<file path="src/rtl/cpu_pkg.sv">
// Shared CPU definitions: fetch FSM state encoding, datapath widths and reset PC.
package cpu_pkg;

  localparam int unsigned WORD_W     = 32;
  localparam int unsigned MEM_ADDR_W = 16;

  localparam logic [WORD_W-1:0] RESET_PC_DEFAULT = 32'd0;

  typedef enum logic [1:0] {
    ISSUE = 2'd0,
    WAIT  = 2'd1,
    HOLD  = 2'd2
  } fetch_state_t;

endpackage

</file>
<file path="src/rtl/fetch_wait_timer.sv">
// Loadable down-counter with a zero flag; times fixed-latency memory reads.
module fetch_wait_timer
  import cpu_pkg::*;
#(
  parameter int unsigned CNT_W = 2
) (
  input  logic             clk,
  input  logic             rst_n,
  input  logic             en,
  input  logic             load,
  input  logic [CNT_W-1:0] load_val,
  input  logic             dec,
  output logic             done
);

  logic [CNT_W-1:0] cnt_q, cnt_d;

  always_comb begin
    cnt_d = cnt_q;
    if (en) begin
      if (load) begin
        cnt_d = load_val;
      end else if (dec && (cnt_q != '0)) begin
        cnt_d = cnt_q - CNT_W'(1);
      end
    end
  end

  always_ff @(posedge clk or negedge rst_n) begin
    if (!rst_n) begin
      cnt_q <= '0;
    end else begin
      cnt_q <= cnt_d;
    end
  end

  assign done = (cnt_q == '0);

endmodule

</file>
<file path="src/rtl/fetch_unit.sv">
// Instruction fetch: owns the PC, issues fixed-latency word reads, hands instructions
// to the decoder over valid/ready. Define FETCH_COUNT_EN to build the accepted-instruction counter.
module fetch_unit
  import cpu_pkg::*;
#(
  parameter int unsigned       MEM_LATENCY = 3,
  parameter logic [WORD_W-1:0] RESET_PC    = RESET_PC_DEFAULT,
  parameter int unsigned       CNT_W       = 32
) (
  input  logic                  clk,
  input  logic                  rst_n,
  input  logic                  en,
  input  logic                  redirect_valid,
  input  logic [WORD_W-1:0]     redirect_pc,
  input  logic                  instr_ready,
  output logic                  instr_valid,
  output logic [WORD_W-1:0]     instr,
  output logic [WORD_W-1:0]     instr_pc,
  output logic [WORD_W-1:0]     pc_plus1,
  output logic                  mem_en,
  output logic                  mem_ren,
  output logic [MEM_ADDR_W-1:0] mem_addr,
  input  logic [WORD_W-1:0]     mem_dout,
  output logic                  busy,
  output logic [CNT_W-1:0]      fetch_count
);

  localparam int unsigned      TMR_W     = (MEM_LATENCY > 1) ? $clog2(MEM_LATENCY) : 1;
  localparam logic [TMR_W-1:0] WAIT_LOAD = TMR_W'(MEM_LATENCY - 1);

  fetch_state_t          state_q, state_d;
  logic [WORD_W-1:0]     pc_q, pc_d;
  logic [WORD_W-1:0]     instr_q, instr_d;
  logic [WORD_W-1:0]     instr_pc_q, instr_pc_d;
  logic [WORD_W-1:0]     pc_plus1_q, pc_plus1_d;
  logic                  instr_valid_q, instr_valid_d;
  logic                  mem_en_q, mem_en_d;
  logic                  mem_ren_q, mem_ren_d;
  logic [MEM_ADDR_W-1:0] mem_addr_q, mem_addr_d;
  logic                  busy_q, busy_d;
  logic                  tmr_load, tmr_dec, tmr_done;
  logic                  handshake;

  // A handshake still counts when a redirect lands in the same cycle.
  assign handshake = en && (state_q == HOLD) && instr_valid_q && instr_ready;

  fetch_wait_timer #(
    .CNT_W (TMR_W)
  ) u_wait_timer (
    .clk      (clk),
    .rst_n    (rst_n),
    .en       (en),
    .load     (tmr_load),
    .load_val (WAIT_LOAD),
    .dec      (tmr_dec),
    .done     (tmr_done)
  );

  always_comb begin
    state_d       = state_q;
    pc_d          = pc_q;
    instr_d       = instr_q;
    instr_pc_d    = instr_pc_q;
    pc_plus1_d    = pc_plus1_q;
    instr_valid_d = instr_valid_q;
    mem_en_d      = mem_en_q;
    mem_ren_d     = mem_ren_q;
    mem_addr_d    = mem_addr_q;
    busy_d        = busy_q;
    tmr_load      = 1'b0;
    tmr_dec       = 1'b0;
    if (en) begin
      if (redirect_valid) begin
        pc_d          = redirect_pc;
        instr_valid_d = 1'b0;
        mem_en_d      = 1'b0;
        mem_ren_d     = 1'b0;
        state_d       = ISSUE;
      end else begin
        unique case (state_q)
          ISSUE: begin
            mem_en_d   = 1'b1;
            mem_ren_d  = 1'b1;
            mem_addr_d = pc_q[MEM_ADDR_W-1:0];
            tmr_load   = 1'b1;
            state_d    = WAIT;
          end
          WAIT: begin
            if (tmr_done) begin
              instr_d       = mem_dout;
              instr_pc_d    = pc_q;
              pc_plus1_d    = pc_q + 32'd1;
              instr_valid_d = 1'b1;
              mem_en_d      = 1'b0;
              mem_ren_d     = 1'b0;
              state_d       = HOLD;
            end else begin
              tmr_dec = 1'b1;
            end
          end
          HOLD: begin
            if (handshake) begin
              instr_valid_d = 1'b0;
              pc_d          = pc_q + 32'd1;
              state_d       = ISSUE;
            end
          end
          default: state_d = ISSUE;
        endcase
      end
      busy_d = (state_d != HOLD);
    end
  end

  always_ff @(posedge clk or negedge rst_n) begin
    if (!rst_n) begin
      state_q       <= ISSUE;
      pc_q          <= RESET_PC;
      instr_q       <= '0;
      instr_pc_q    <= '0;
      pc_plus1_q    <= '0;
      instr_valid_q <= 1'b0;
      mem_en_q      <= 1'b0;
      mem_ren_q     <= 1'b0;
      mem_addr_q    <= '0;
      busy_q        <= 1'b0;
    end else begin
      state_q       <= state_d;
      pc_q          <= pc_d;
      instr_q       <= instr_d;
      instr_pc_q    <= instr_pc_d;
      pc_plus1_q    <= pc_plus1_d;
      instr_valid_q <= instr_valid_d;
      mem_en_q      <= mem_en_d;
      mem_ren_q     <= mem_ren_d;
      mem_addr_q    <= mem_addr_d;
      busy_q        <= busy_d;
    end
  end

  assign instr_valid = instr_valid_q;
  assign instr       = instr_q;
  assign instr_pc    = instr_pc_q;
  assign pc_plus1    = pc_plus1_q;
  assign mem_en      = mem_en_q;
  assign mem_ren     = mem_ren_q;
  assign mem_addr    = mem_addr_q;
  assign busy        = busy_q;

`ifdef FETCH_COUNT_EN
  logic [CNT_W-1:0] fetch_count_q, fetch_count_d;

  always_comb begin
    fetch_count_d = fetch_count_q;
    if (handshake) begin
      fetch_count_d = fetch_count_q + CNT_W'(1);
    end
  end

  always_ff @(posedge clk or negedge rst_n) begin
    if (!rst_n) begin
      fetch_count_q <= '0;
    end else begin
      fetch_count_q <= fetch_count_d;
    end
  end

  assign fetch_count = fetch_count_q;
`else
  assign fetch_count = '0;
`endif

endmodule

</file>
<file path="config.mk">
export PLATFORM = sky130hd
export DESIGN_NAME = fetch_unit
export DESIGN_NICKNAME = d
export VERILOG_FILES = /design/src/rtl/cpu_pkg.sv /design/src/rtl/fetch_wait_timer.sv /design/src/rtl/fetch_unit.sv
export SDC_FILE = /design/constraint.sdc
export NUM_CORES = 1
export LEC_CHECK = 0
export ABC_AREA = 1
export BUFFER_PORTS_ARGS = -buffer_cell sky130_fd_sc_hd__buf_4
export CAP_MARGIN = 20
export CELL_PAD_IN_SITES_DETAIL_PLACEMENT = 0
export CELL_PAD_IN_SITES_GLOBAL_PLACEMENT = 1
export CORE_MARGIN = 5
export CORE_UTILIZATION = 40
export DETAILED_ROUTE_END_ITERATION = 8
export PLACE_DENSITY_LB_ADDON = 0.1
export SKIP_CTS_REPAIR_TIMING = 1
export SLEW_MARGIN = 10
export SYNTH_ARGS = -nofsm -noshare
export SYNTH_HDL_FRONTEND = slang
export SYNTH_SLANG_ARGS = --single-unit
</file>
<file path="constraint.sdc">
create_clock -name clk -period 3.2 [get_ports clk]
set_input_delay 0.16 -clock clk [delete_from_list [all_inputs] [get_ports clk]]
set_output_delay 0.16 -clock clk [all_outputs]
set_load 0.01 [all_outputs]
</file>
Yosys cells after proc, flatten, opt, wreduce, memory -nomap -nowiden

Index checks and enable logic that the tools add are counted.

Register bits: 151
Bits of input ports: 69
Output and inout port bits: 148
Word-level logic and storage cells: 60

Add/subtract/negate cells: 2
Equal/unequal tests: 5
Multiplexer cells: 24
Bitwise logic cells: 1
Reductions and logical operators: 18

Operator list:

| operator                | number |
|---|---|
| $mux W32                | 3 |
| $add A32 B1 Y32 const B | 1 |
| $mux W1                 | 12 |
| $mux W2                 | 6 |
| $reduce_and A3 Y1       | 3 |
| $reduce_and A4 Y1       | 2 |
| $reduce_bool A2 Y1      | 4 |
| $ne A3 B3 Y1 const B    | 2 |
| $pmux W2 S3             | 1 |
| $reduce_bool A3 Y1      | 2 |
| $logic_and A1 B1 Y1     | 4 |
| $logic_not A2 Y1        | 2 |
| $pmux W1 S2             | 2 |
| $eq A2 B1 Y1 const B    | 1 |
| $eq A2 B2 Y1 const B    | 1 |
| $ne A2 B2 Y1 const B    | 1 |
| $reduce_and A2 Y1       | 1 |
| $sub A2 B1 Y2 const B   | 1 |
| $not A1 Y1              | 1 |

Longest topological paths before layout

Gate-level depths: netlist of run 1.

Depth in word-level cells: 9
Mapped depth: 10
Gate-level depth less buffers: 10

Modules after synthesis

From an unflattened synthesis of run 1, not the netlist that was laid out.

Cells, all modules: 940
Area total of the unflattened synthesis: 7234.4 µm²

Modules (own cells, without submodules):

| module           | times used | cells an instance | area each (µm²) | sequential area each (µm²) |
|---|---|---|---|---|
| fetch_unit       | 1          | 920               | 7100.6          | 3728.6 |
| fetch_wait_timer | 1          | 20                | 133.9           | 50.0 |

Least setup slack after synthesis of run 1

OpenSTA, ideal clock, no wires.

Path type: register to register
From: register pc_q[0]
To: register pc_q[26]
Library setup time: 116 ps
Arrival: 1379 ps
Required time: 3084 ps
Setup slack: 1704 ps
Cell stages (with the launch flop): 11
Buffers on the path: 0
Period minus slack after synthesis: 1496 ps
Cells stage by stage: dfrtp_1 -> ha_1 -> nand2_1 -> nor2_2 -> nand2_1 -> nor2_1 -> nand2_1 -> nand2_1 -> nand3_1 -> nand2_1 -> nand2_1

Longest elaborated chain between the ends: 4

RTL lines:

| element                  | line              | source |
|---|---|---|
| start: declaration       | fetch_unit.sv:32  | `logic [WORD_W-1:0] pc_q, pc_d;` |
| start signal: assignment | fetch_unit.sv:129 | `pc_q <= pc_d;` |
| $add A32 B1 Y32          | fetch_unit.sv:104 | `pc_d = pc_q + 32'd1;` |
| $mux W32                 | fetch_unit.sv:102 | `if (handshake) begin` |
| $mux W32                 | fetch_unit.sv:80  | `unique case (state_q)` |
| $mux W32                 | fetch_unit.sv:73  | `if (redirect_valid) begin` |

Every way passes these cells. The select of a mux whose other input is x is not followed.
A chain may end at the register's enable or synchronous reset.

Worst setup path after layout of run 1

From: register u_wait_timer.cnt_q[0]
To: register state_q[1]

Longest elaborated chain between the ends: 5

RTL lines:

| element                  | line                   | source |
|---|---|---|
| start: declaration       | fetch_wait_timer.sv:16 | `logic [CNT_W-1:0] cnt_q, cnt_d;` |
| start signal: assignment | fetch_wait_timer.sv:33 | `cnt_q <= cnt_d;` |
| $logic_not A2 Y1         | fetch_wait_timer.sv:37 | `assign done = (cnt_q == '0);` |
| $mux W2                  | fetch_unit.sv:89       | `if (tmr_done) begin` |
| $pmux W2 S3              | fetch_unit.sv:80       |  |
| $mux W2                  | fetch_unit.sv:73       |  |
| $mux W2                  | fetch_unit.sv:72       | `if (en) begin` |
| end signal: assignment   | fetch_unit.sv:128      | `state_q <= state_d;` |
| end: declaration         | fetch_unit.sv:31       | `fetch_state_t state_q, state_d;` |

Every way passes these cells. The select of a mux whose other input is x is not followed.

==> impl_metrics.csv, run 1 <==
group,metric,value,unit
run_status,run_status,"finished, final reports clean",
placed_design,gp_congestion,0.952,
synthesis,syn_inst,935,
cts,path_clk_slew,0.06,ns
power,finalPower,7.42,mW
floorplan,start_util,0.404,
setup_path,path_class,"register to register",
cts,cts_max_path_buffers,2,
power,power.net_switching,2.57,mW
synthesis,synthArstFlopShare,1.00,
placed_design,portBuffers,184,
synthesis,yosysTopAreaCell,"dfrtp_1",
timing,rsz0062_at_grt,"false",
cts,cts_tree,"yes",
setup_path,required,3.51,ns
power,leakagePower,5.00,nW
final_layout,design_area,0.00955,sq mm
power,power_density,776,mW/mm^2
setup_path,cp.arrival,2.25,ns
global_route,grt_pass1_vias,6148,
global_route,grt_overflow,0,
detailed_routing,drtPass1Iterations,5,
setup_path,worstReg2RegStart,"u_wait_timer.cnt_q[0]",
final_layout,post-route-util,0.536,
placed_design,pre_cts_ws,1.22,ns
worst_hold_path,hp-start,"redirect_pc[1]",
floorplan,num_rows,49,
power,switching_share,0.347,
setup_path,cp_common_cell,"inv_1",
synthesis,synthTopCellsByArea,"dfrtp_1 (52%), nand2_1 (20%), nor2_1 (6.1%)",
final_layout,multi_input_area,0.00291,sq mm
timing,skew,0.00852,ns
synthesis,synth_seq_cells,151,
setup_path,r2r_cells,8,
timing,slew_viol_final,0,
cts,h-tree-depth,4,
synthesis,synth_edf_count,0,
setup_path,max_stage_delay,0.56,ns
synthesis,seq_area_frac_synth,0.524,
placed_design,dp.cells,1318,
final_layout,syn_to_final_growth,32.6,%
final_layout,regArea,0.00378,sq mm
synthesis,ys_warn_count,0,
placed_design,dpl_cell_area,0.00862,sq mm
final_layout,num_antenna_cells,0,
timing,post-route-period-util,0.606,
timing,fin_setup_tns,0,ns
timing,setup_viol,0,
worst_hold_path,worstHoldPathType,"primary input to register",
setup_path,crit_path_end_kind,"register",
detailed_routing,drt-wirelength-per-cell,15.6,microns
final_layout,fin_cells,1385,
floorplan,io_pins,217,
synthesis,netlist_area,0.00721,sq mm
global_route,antenna_found_initial,0,
synthesis,synth_most_common_cell,"nand2_1",
timing,hold_violations,0,
synthesis,syn_area_per_cell,7.71,sq um
placed_design,dpl.hpwl,15500,microns
detailed_routing,viasPerCell,4.76,
detailed_routing,drt-initial-drc-count,384,
timing,worst_pin_slew,1.00,ns
final_layout,drive_gt1_frac,0.205,
power,comb_power_share,0.327,
power,ir_drop,0.000395,V
detailed_routing,drc,0,
flow_run,maxCapViolations,0,
setup_path,crit_fanout,69,
synthesis,synth_ff_type,"dfrtp_1",
global_route,grt_max_degree,70,
cts,cts_sinks,151,
setup_path,cp-start-kind,"register",
synthesis,yosys.cell_types.count,27,
setup_path,r2r_end,"state_q[1]",
global_route,grt_pass1_wl,33400,microns
floorplan,coreArea,0.0178,sq mm
power,power.share.clock,0.268,
global_route,grtUsageTotal,0.207,
setup_path,reg2reg_slack,1.26,ns
cts,numCtsBuffers,17,
cts,insertion_delay,0.43,ns
final_layout,finish.net_count,1214,
timing,fin_crit,1.94,ns
floorplan,dieArea,0.0208,sq mm
floorplan,dieWidth,144,microns
synthesis,synth_top_area_frac,0.524,
worst_hold_path,hold_depth,3,
worst_hold_path,min_to,"pc_q[1]",
power,sequentialPowerShare,0.405,
final_layout,fill_cells,1748,
power,intPower,4.84,mW
timing,maxSlewHeadroom,0.331,
setup_path,cp_cell_sequence,"inv_1 -> ha_1 -> inv_1 -> nor3_2 -> nand2_4 -> buf_4 -> o21ai_0 -> o21bai_1",
detailed_routing,ant_nets,0,
cts,cts-root-buf,"clkbuf_16",
detailed_routing,via_count,6588,
floorplan,die_h,144,microns
detailed_routing,routed_wl,21700,microns
timing,fmaxAchievable,516,MHz
synthesis,yosys-top-cells-count,"nand2_1 (390), dfrtp_1 (151), nor2_1 (117)",
timing,hold_ws,0.0261,ns
setup_path,critPathSlowestCell,"buf_4",
timing,fin_ws,1.26,ns
-- power by group through the flow --
stage / logic [mW] / clock network (mW) / registers (mW)
floorplan: 0.872 / 0 / 3.24
global placement: 2.39 / 0 / 3.03
detailed placement: 2.42 / 0 / 3.04
CTS: 2.43 / 2.01 / 3.01
global route: 2.71 / 2.11 / 3.10
finish: 2.42 / 1.99 / 3.01
-- critical path, delay by kind of cell, from the launching register on --
family          cells  cell delay, ns
simple gates        2            0.13
flops               1            0.35
fa+ha+maj           1            0.18
buf+inv             3            0.70
compound gates      2            0.45
-- metal layers --
metal,vias up,share of wire,global-route usage
met5,-,0,0
met4,0,0.0091,0.0496
met3,14,0.066,0.0410
met2,219,0.45,0.317
met1,3078,0.47,0.305
li1,3277,-,-
-- flip-flops by register name (all words and copies together), names as in the netlist --
name                count
instr                  32
instr_pc               32
pc_plus1               32
pc_q                   32
mem_addr               16
state_q                 2
u_wait_timer.cnt_q      2
busy                    1
instr_valid             1
mem_ren                 1
-- logic make-up (layout without fill, tap and decap cells) --
family	Yosys count	in the layout	synth area share
buffers and inverters	118	308	0.0885
AOI/OAI and AO/OA	95	95	0.0689
DFF	151	151	0.524
other	1	32	0.000520
adders and majority gates	2	2	0.00347
xor gates and xnor gates	8	8	0.00972
and+or+nand+nor	560	560	0.305
-- final cells by class --
| type | count | area share |
|---|---|---|
| well taps | 229 | 0.0300 |
| flip-flops and latches | 151 | 0.395 |
| repair buffers | 228 | 0.190 |
| multi-input cells | 697 | 0.305 |
| clock buffers | 18 | 0.0460 |
| clock inverters | 14 | 0.0147 |
| inverters | 48 | 0.0189 |
-- layout by cell type (no fill, tap or decap), types with 2 or more instances in the layout --
master,n
o21ai_1,6
clkinvlp_4,4
nand3_1,42
inv_8,2
buf_4,191
nor3_1,3
clkbuf_16,17
inv_1,43
ha_1,2
a31oi_1,7
nand3b_1,2
o22ai_1,6
nor2_4,2
nor2_1,117
dlygate4sd3_1,35
nand2_1,389
inv_2,5
dfrtp_1,151
clkinv_4,2
xor2_1,8
conb_1,32
inv_6,4
nor2_2,2
o21ai_0,73
-- how the worst max path moves through the flow --
stage / start / endpoint / slack, ns / cells after the start
after floorplan: pc_q[0] / pc_q[26] / 1.70 / 10
after global placement: u_wait_timer.cnt_q[0] / state_q[1] / 1.27 / 8
after detailed placement: u_wait_timer.cnt_q[0] / state_q[1] / 1.22 / 8
after CTS: u_wait_timer.cnt_q[0] / state_q[1] / 1.22 / 8
after global routing: u_wait_timer.cnt_q[0] / pc_plus1[14] / 1.03 / 9
final: u_wait_timer.cnt_q[0] / state_q[1] / 1.26 / 8
Power figures use the tool's default switching activity.
==> run 2: changes to the inputs <==
--- a/config.mk
+++ b/config.mk
@@ -5,13 +5,13 @@
 export SDC_FILE = /design/constraint.sdc
 export NUM_CORES = 1
 export LEC_CHECK = 0
-export ABC_AREA = 1
+export ABC_AREA = 0
 export BUFFER_PORTS_ARGS = -buffer_cell sky130_fd_sc_hd__buf_4
 export CAP_MARGIN = 20
 export CELL_PAD_IN_SITES_DETAIL_PLACEMENT = 0
 export CELL_PAD_IN_SITES_GLOBAL_PLACEMENT = 1
 export CORE_MARGIN = 5
-export CORE_UTILIZATION = 40
+export CORE_UTILIZATION = 35
 export DETAILED_ROUTE_END_ITERATION = 8
 export PLACE_DENSITY_LB_ADDON = 0.1
 export SKIP_CTS_REPAIR_TIMING = 1
==> constraint.sdc (replaced) <==
create_clock -name clk -period 1.6 [get_ports clk]
set_input_delay 0.08 -clock clk [delete_from_list [all_inputs] [get_ports clk]]
set_output_delay 0.08 -clock clk [all_outputs]
set_load 0.01 [all_outputs]
==> impl_metrics.csv, run 2 <==
group,metric,value,unit
detailed_routing,drc,0,
timing,rsz0062_at_grt,"true",
cts,cts_sinks,151,
timing,fin_setup_tns,-4.64,ns
synthesis,yosysTopAreaCell,"dfrtp_1",
final_layout,finish.net_count,1238,
timing,post-route-period-util,1.15,
synthesis,synth-compound-area-share,0.121,
synthesis,ys_warn_count,0,
timing,fin_crit,1.84,ns
run_status,violations,"hold timing, setup timing",
floorplan,start_util,0.357,
worst_hold_path,hp-start,"redirect_pc[0]",
detailed_routing,ant_nets,0,
synthesis,synthAdderAreaFrac,0.00332,
synthesis,yosys-top-cells-count,"nand2_1 (227), dfrtp_1 (151), clkbuf_1 (45)",
setup_path,required,1.94,ns
global_route,antenna_found_initial,0,
final_layout,design_area,0.0121,sq mm
power,intPower,11.2,mW
synthesis,synth_edf_count,0,
floorplan,io_pins,217,
power,finalPower,16.9,mW
placed_design,gp_congestion,0.809,
detailed_routing,viasPerCell,5.06,
final_layout,num_antenna_cells,0,
global_route,grt_overflow,0,
synthesis,synth_ff_type,"dfrtp_1",
setup_path,path_delay_family,"simple AND/OR/NAND/NOR gates",
final_layout,drive_gt1_frac,0.417,
setup_path,crit_fanout,11,
synthesis,synth-simple-area-share,0.254,
cts,cts_tree,"yes",
run_status,run_status,"finished, violations left",
global_route,grtUsageTotal,0.195,
floorplan,dieArea,0.0245,sq mm
timing,hold_violations,2,
global_route,grt_pass1_wl,37700,microns
timing,skew,0.0113,ns
synthesis,seq_area_frac_synth,0.502,
setup_path,cp-start-kind,"register",
synthesis,synth_seq_cells,151,
timing,fmaxAchievable,544,MHz
cts,insertion_delay,0.43,ns
setup_path,reg2reg_slack,-0.24,ns
power,leakagePower,5.82,nW
worst_hold_path,hold_depth,3,
synthesis,synthArstFlopShare,1.00,
floorplan,dieWidth,157,microns
timing,hold_ws,-0.0161,ns
power,comb_power_share,0.384,
detailed_routing,drt-initial-drc-count,353,
synthesis,synth_top_family_by_area,"simple AND/OR/NAND/NOR gates",
power,sequentialPowerShare,0.358,
synthesis,synth_most_common_cell,"nand2_1",
setup_path,cp.arrival,2.18,ns
worst_hold_path,worstHoldPathType,"primary input to register",
worst_hold_path,min_to,"pc_q[0]",
synthesis,synth_mux_area_frac,0.0266,
setup_path,r2r_end,"pc_q[24]",
final_layout,post-route-util,0.573,
placed_design,portBuffers,184,
synthesis,synth_top_area_frac,0.502,
power,ir_drop,0.000677,V
timing,setup_viol,52,
floorplan,num_rows,53,
setup_path,path_buf_inv,0,
setup_path,path_class,"register to register",
floorplan,die_h,157,microns
synthesis,netlist_area,0.00753,sq mm
power,power.net_switching,5.74,mW
synthesis,synth_xor_area_frac,0.0128,
final_layout,fill_cells,1887,
detailed_routing,via_count,7369,
final_layout,fin_cells,1455,
floorplan,coreArea,0.0211,sq mm
power,power.share.clock,0.258,
placed_design,dpl.hpwl,17700,microns
setup_path,critPathSlowestCell,"or4_4",
timing,fin_ws,-0.239,ns
global_route,grt_max_degree,61,
detailed_routing,routed_wl,27200,microns
placed_design,dpl_cell_area,0.00995,sq mm
synthesis,syn_inst,835,
placed_design,pre_cts_ws,-0.233,ns
cts,cts-root-buf,"clkbuf_16",
final_layout,syn_to_final_growth,60.6,%
setup_path,cp_cell_sequence,"ha_1 -> nand4_1 -> or4_4 -> or3_2 -> o211ai_1",
power,power_density,1400,mW/mm^2
setup_path,max_stage_delay,0.52,ns
synthesis,synthTopCellsByArea,"dfrtp_1 (50%), nand2_1 (11%), buf_4 (3.9%)",
cts,path_clk_slew,0.06,ns
timing,slew_viol_final,0,
power,switching_share,0.339,
setup_path,worstReg2RegStart,"pc_q[0]",
final_layout,layout_common_cells,"buf_4 (290), nand2_1 (178), dfrtp_1 (148)",
cts,h-tree-depth,4,
cts,numCtsBuffers,17,
cts,cts_max_path_buffers,2,
synthesis,syn_area_per_cell,9.01,sq um
global_route,grt_pass1_vias,6978,
synthesis,yosys.cell_types.count,55,
detailed_routing,drt-wirelength-per-cell,18.7,microns
setup_path,crit_path_end_kind,"register",
flow_run,maxCapViolations,0,
placed_design,dp.cells,1341,
final_layout,final_common_cell,"buf_4",
setup_path,r2r_cells,5,
detailed_routing,drtPass1Iterations,5,
==> run 2: changes by cell type after synthesis, sizes merged, moves of 12 or more <==
| cell | delta |
|---|---|
| nand2 | -164 |
| nor2 | -89 |
| o21ai | -48 |
| inv | -37 |
| clkbuf | +33 |
| a21oi | +28 |
| o211ai | +25 |
| and3 | +21 |
| nand4 | +21 |
| or4 | +20 |
| mux2 | +16 |
| o31ai | +12 |
==> run 2: worst max path at each step <==
stage                       start  endpoint  slack [ns]  cells past startpoint
after CTS                 pc_q[0]  pc_q[24]       -0.24                      5
after detailed placement  pc_q[0]  pc_q[24]       -0.23                      5
final                     pc_q[0]  pc_q[24]       -0.24                      5
after global placement    pc_q[0]  pc_q[24]       -0.20                      5
after global routing      pc_q[1]  pc_q[24]       -0.34                      5
after floorplan           pc_q[2]  pc_q[26]       -0.16                      6
==> run 2: power by group through the flow <==
stage               Clock [mW]  Combinational [mW]  Sequential (mW)
detailed placement           0                5.92             6.11
finish                    4.37                6.51             6.06
global placement             0                5.89             6.09
global route              4.60                7.11             6.27
CTS                       4.46                5.94             6.06
floorplan                    0                2.13             6.59
==> run 2: cell type report <==
type	count	area (sq um)	area share
Inverter	11	41.3	0.00341
Timing Repair Buffer	383	3510	0.290
Clock inverter	13	196	0.0162
Multi-Input combinational cell	603	3790	0.313
Sequential cell	151	3780	0.313
Tap cell	275	344	0.0285
Clock buffer	19	433	0.0358
==> run 2: routing by layer <==
layer,vias to the layer above,GRT usage,part of all wire,wire [microns]
met3,28,0.0382,0.056,1520
met1,3580,0.272,0.46,12600
met4,0,0.0632,0.016,448
met5,-,0,0,0
met2,235,0.307,0.46,12600
li1,3526,-,-,-
==> run 2: worst min-delay path, cell delays in order <==
cell and delay (ns):
buf_4 0.08, a21oi_1 0.05, mux2i_1 0.14
==> run 2: kinds of logic after synthesis <==
family,Yosys count
compound gates,142
other cells,1
buf+inv,112
xor+xnor,11
mux,18
flops,151
fa+ha+maj,2
simple gates,398
==> run 3: changes to the inputs <==
--- a/config.mk
+++ b/config.mk
@@ -8,10 +8,10 @@
 export ABC_AREA = 0
 export BUFFER_PORTS_ARGS = -buffer_cell sky130_fd_sc_hd__buf_4
 export CAP_MARGIN = 20
-export CELL_PAD_IN_SITES_DETAIL_PLACEMENT = 0
-export CELL_PAD_IN_SITES_GLOBAL_PLACEMENT = 1
+export CELL_PAD_IN_SITES_DETAIL_PLACEMENT = 1
+export CELL_PAD_IN_SITES_GLOBAL_PLACEMENT = 2
 export CORE_MARGIN = 5
-export CORE_UTILIZATION = 35
+export CORE_UTILIZATION = 28
 export DETAILED_ROUTE_END_ITERATION = 8
 export PLACE_DENSITY_LB_ADDON = 0.1
 export SKIP_CTS_REPAIR_TIMING = 1
==> impl_metrics.csv, run 3 (same netlist as run 2, synthesis figures left out) <==
group,metric,value,unit
run_status,run_status,"finished, violations left",
run_status,violations,"hold timing, setup timing",
floorplan,start_util,0.282,
flow_run,maxCapViolations,0,
timing,hold_ws,-0.0357,ns
power,ir_drop,0.000726,V
timing,fmaxAchievable,528,MHz
final_layout,post-route-util,0.458,
final_layout,drive_gt1_frac,0.439,
setup_path,path_buf_inv,1,
global_route,grtUsageTotal,0.178,
setup_path,path_delay_family,"simple AND/OR/NAND/NOR gates",
power,power.share.clock,0.262,
cts,path_clk_slew,0.07,ns
global_route,grt_pass1_wl,43200,microns
setup_path,path_class,"register to register",
global_route,grt_max_degree,55,
timing,setup_viol,95,
timing,fin_ws,-0.296,ns
global_route,grt_overflow,0,
final_layout,layout_common_cells,"buf_4 (292), nand2_1 (160), dfrtp_1 (145)",
placed_design,gp_congestion,0.799,
placed_design,dp.cells,1417,
detailed_routing,routed_wl,30100,microns
setup_path,cp.arrival,2.26,ns
detailed_routing,drc,0,
cts,numCtsBuffers,17,
floorplan,num_rows,60,
timing,post-route-period-util,1.18,
setup_path,crit_path_end_kind,"register",
power,switching_share,0.350,
floorplan,dieArea,0.0303,sq mm
setup_path,cp-start-kind,"register",
cts,cts_tree,"yes",
cts,insertion_delay,0.43,ns
cts,cts_max_path_buffers,2,
final_layout,fin_cells,1518,
worst_hold_path,worstHoldPathType,"primary input to register",
detailed_routing,drt-wirelength-per-cell,19.8,microns
detailed_routing,drtPass1Iterations,4,
timing,fin_crit,1.90,ns
power,sequentialPowerShare,0.355,
placed_design,portBuffers,184,
power,power.net_switching,5.99,mW
detailed_routing,ant_nets,0,
global_route,antenna_found_initial,0,
setup_path,cp_cell_sequence,"ha_2 -> nand4_1 -> or4_4 -> buf_6 -> or4_4 -> nand3_2",
power,intPower,11.1,mW
cts,h-tree-depth,4,
floorplan,coreArea,0.0267,sq mm
timing,skew,0.0124,ns
floorplan,die_h,174,microns
power,power_density,1400,mW/mm^2
floorplan,dieWidth,174,microns
timing,rsz0062_at_grt,"true",
timing,slew_viol_final,0,
setup_path,critPathSlowestCell,"or4_4",
final_layout,final_common_cell,"buf_4",
global_route,busiest_layer,"met2",
timing,hold_violations,1,
final_layout,syn_to_final_growth,62.6,%
global_route,grt_use_met3,0.0378,
global_route,met2_usage,0.287,
timing,fin_setup_tns,-8.69,ns
placed_design,dpl.hpwl,20200,microns
floorplan,io_pins,217,
setup_path,required,1.96,ns
power,comb_power_share,0.383,
setup_path,crit_fanout,4,
setup_path,max_stage_delay,0.50,ns
cts,cts_sinks,151,
detailed_routing,viasPerCell,4.86,
power,leakagePower,5.87,nW
detailed_routing,drt-initial-drc-count,417,
final_layout,num_antenna_cells,0,
global_route,grt_pass1_vias,7412,
global_route,grt_use_met1,0.250,
detailed_routing,via_count,7383,
cts,cts-root-buf,"clkbuf_16",
final_layout,fill_cells,2986,
setup_path,cp_common_cell,"or4_4",
final_layout,finish.net_count,1235,
placed_design,pre_cts_ws,-0.358,ns
## run 3: cell types whose count changed in the layout (fill, tap and decap cells not counted), sizes merged, moves of 2 or more
cell,change
inv,+5
buf,-4
dlygate4sd3,-2
clkinv,-3
## run 3: power groups by stage
stage / combinational, mW / sequential (mW) / clock (mW)
2_1_floorplan: 2.13 / 6.59 / 0
3_3_place_gp: 5.96 / 6.13 / 0
3_5_place_dp: 6.04 / 6.15 / 0
4_1_cts: 6.07 / 6.09 / 4.61
5_1_grt: 7.16 / 6.26 / 4.77
6_report: 6.56 / 6.08 / 4.48
## run 3: metrics by stage
stage	total power [mW]	cell area [sq um]
2_1_floorplan	8.72	7840
3_3_place_gp	12.1	10100
3_5_place_dp	12.2	10100
4_1_cts	16.8	10800
5_1_grt	18.2	12200
6_report	17.1	12200
## run 3: worst paths after layout
check | slack, ns | depth (start not counted) | end | start
setup / recovery | -0.30 | 6 | pc_plus1[20] | pc_q[0]
hold / removal | -0.04 | 3 | pc_q[3] | redirect_pc[3]
setup reg to reg | -0.30 | 6 | pc_plus1[20] | pc_q[0]
hold reg to reg | 0.47 | 2 | instr_pc[27] | instr_pc[27]
max in group asynchronous | 0.82 | 3 | instr[20] | rst_n
min in group asynchronous | 0.14 | 2 | instr_pc[27] | rst_n
## run 3: area by class of cell
cell class	instances	area, sq um	area share
clock inverter	14	205	0.0168
clock buffer	18	439	0.0359
timing repair buffer	379	3460	0.283
sequential	151	3790	0.309
multi-input combinational	604	3880	0.317
tap	341	427	0.0349
inverter	11	41.3	0.00337
## run 3: metal layers
| layer | vias to the layer above | share of wire | wire length (microns) |
|---|---|---|---|
| met3 | 11 | 0.048 | 1450 |
| li1 | 3519 | - | - |
| met1 | 3656 | 0.47 | 14100 |
| met5 | - | 0 | 0 |
| met2 | 197 | 0.48 | 14400 |
| met4 | 0 | 0.0064 | 193 |
## run 3: worst reg2reg max path: cells and delay by family, from the launching register on
| kind | cells | cell delay (ns) |
|---|---|---|
| adder cells (fa/ha/maj) | 1 | 0.19 |
| buffers and inverters | 1 | 0.15 |
| flip-flops | 1 | 0.37 |
| AND/OR/NAND/NOR | 4 | 1.13 |
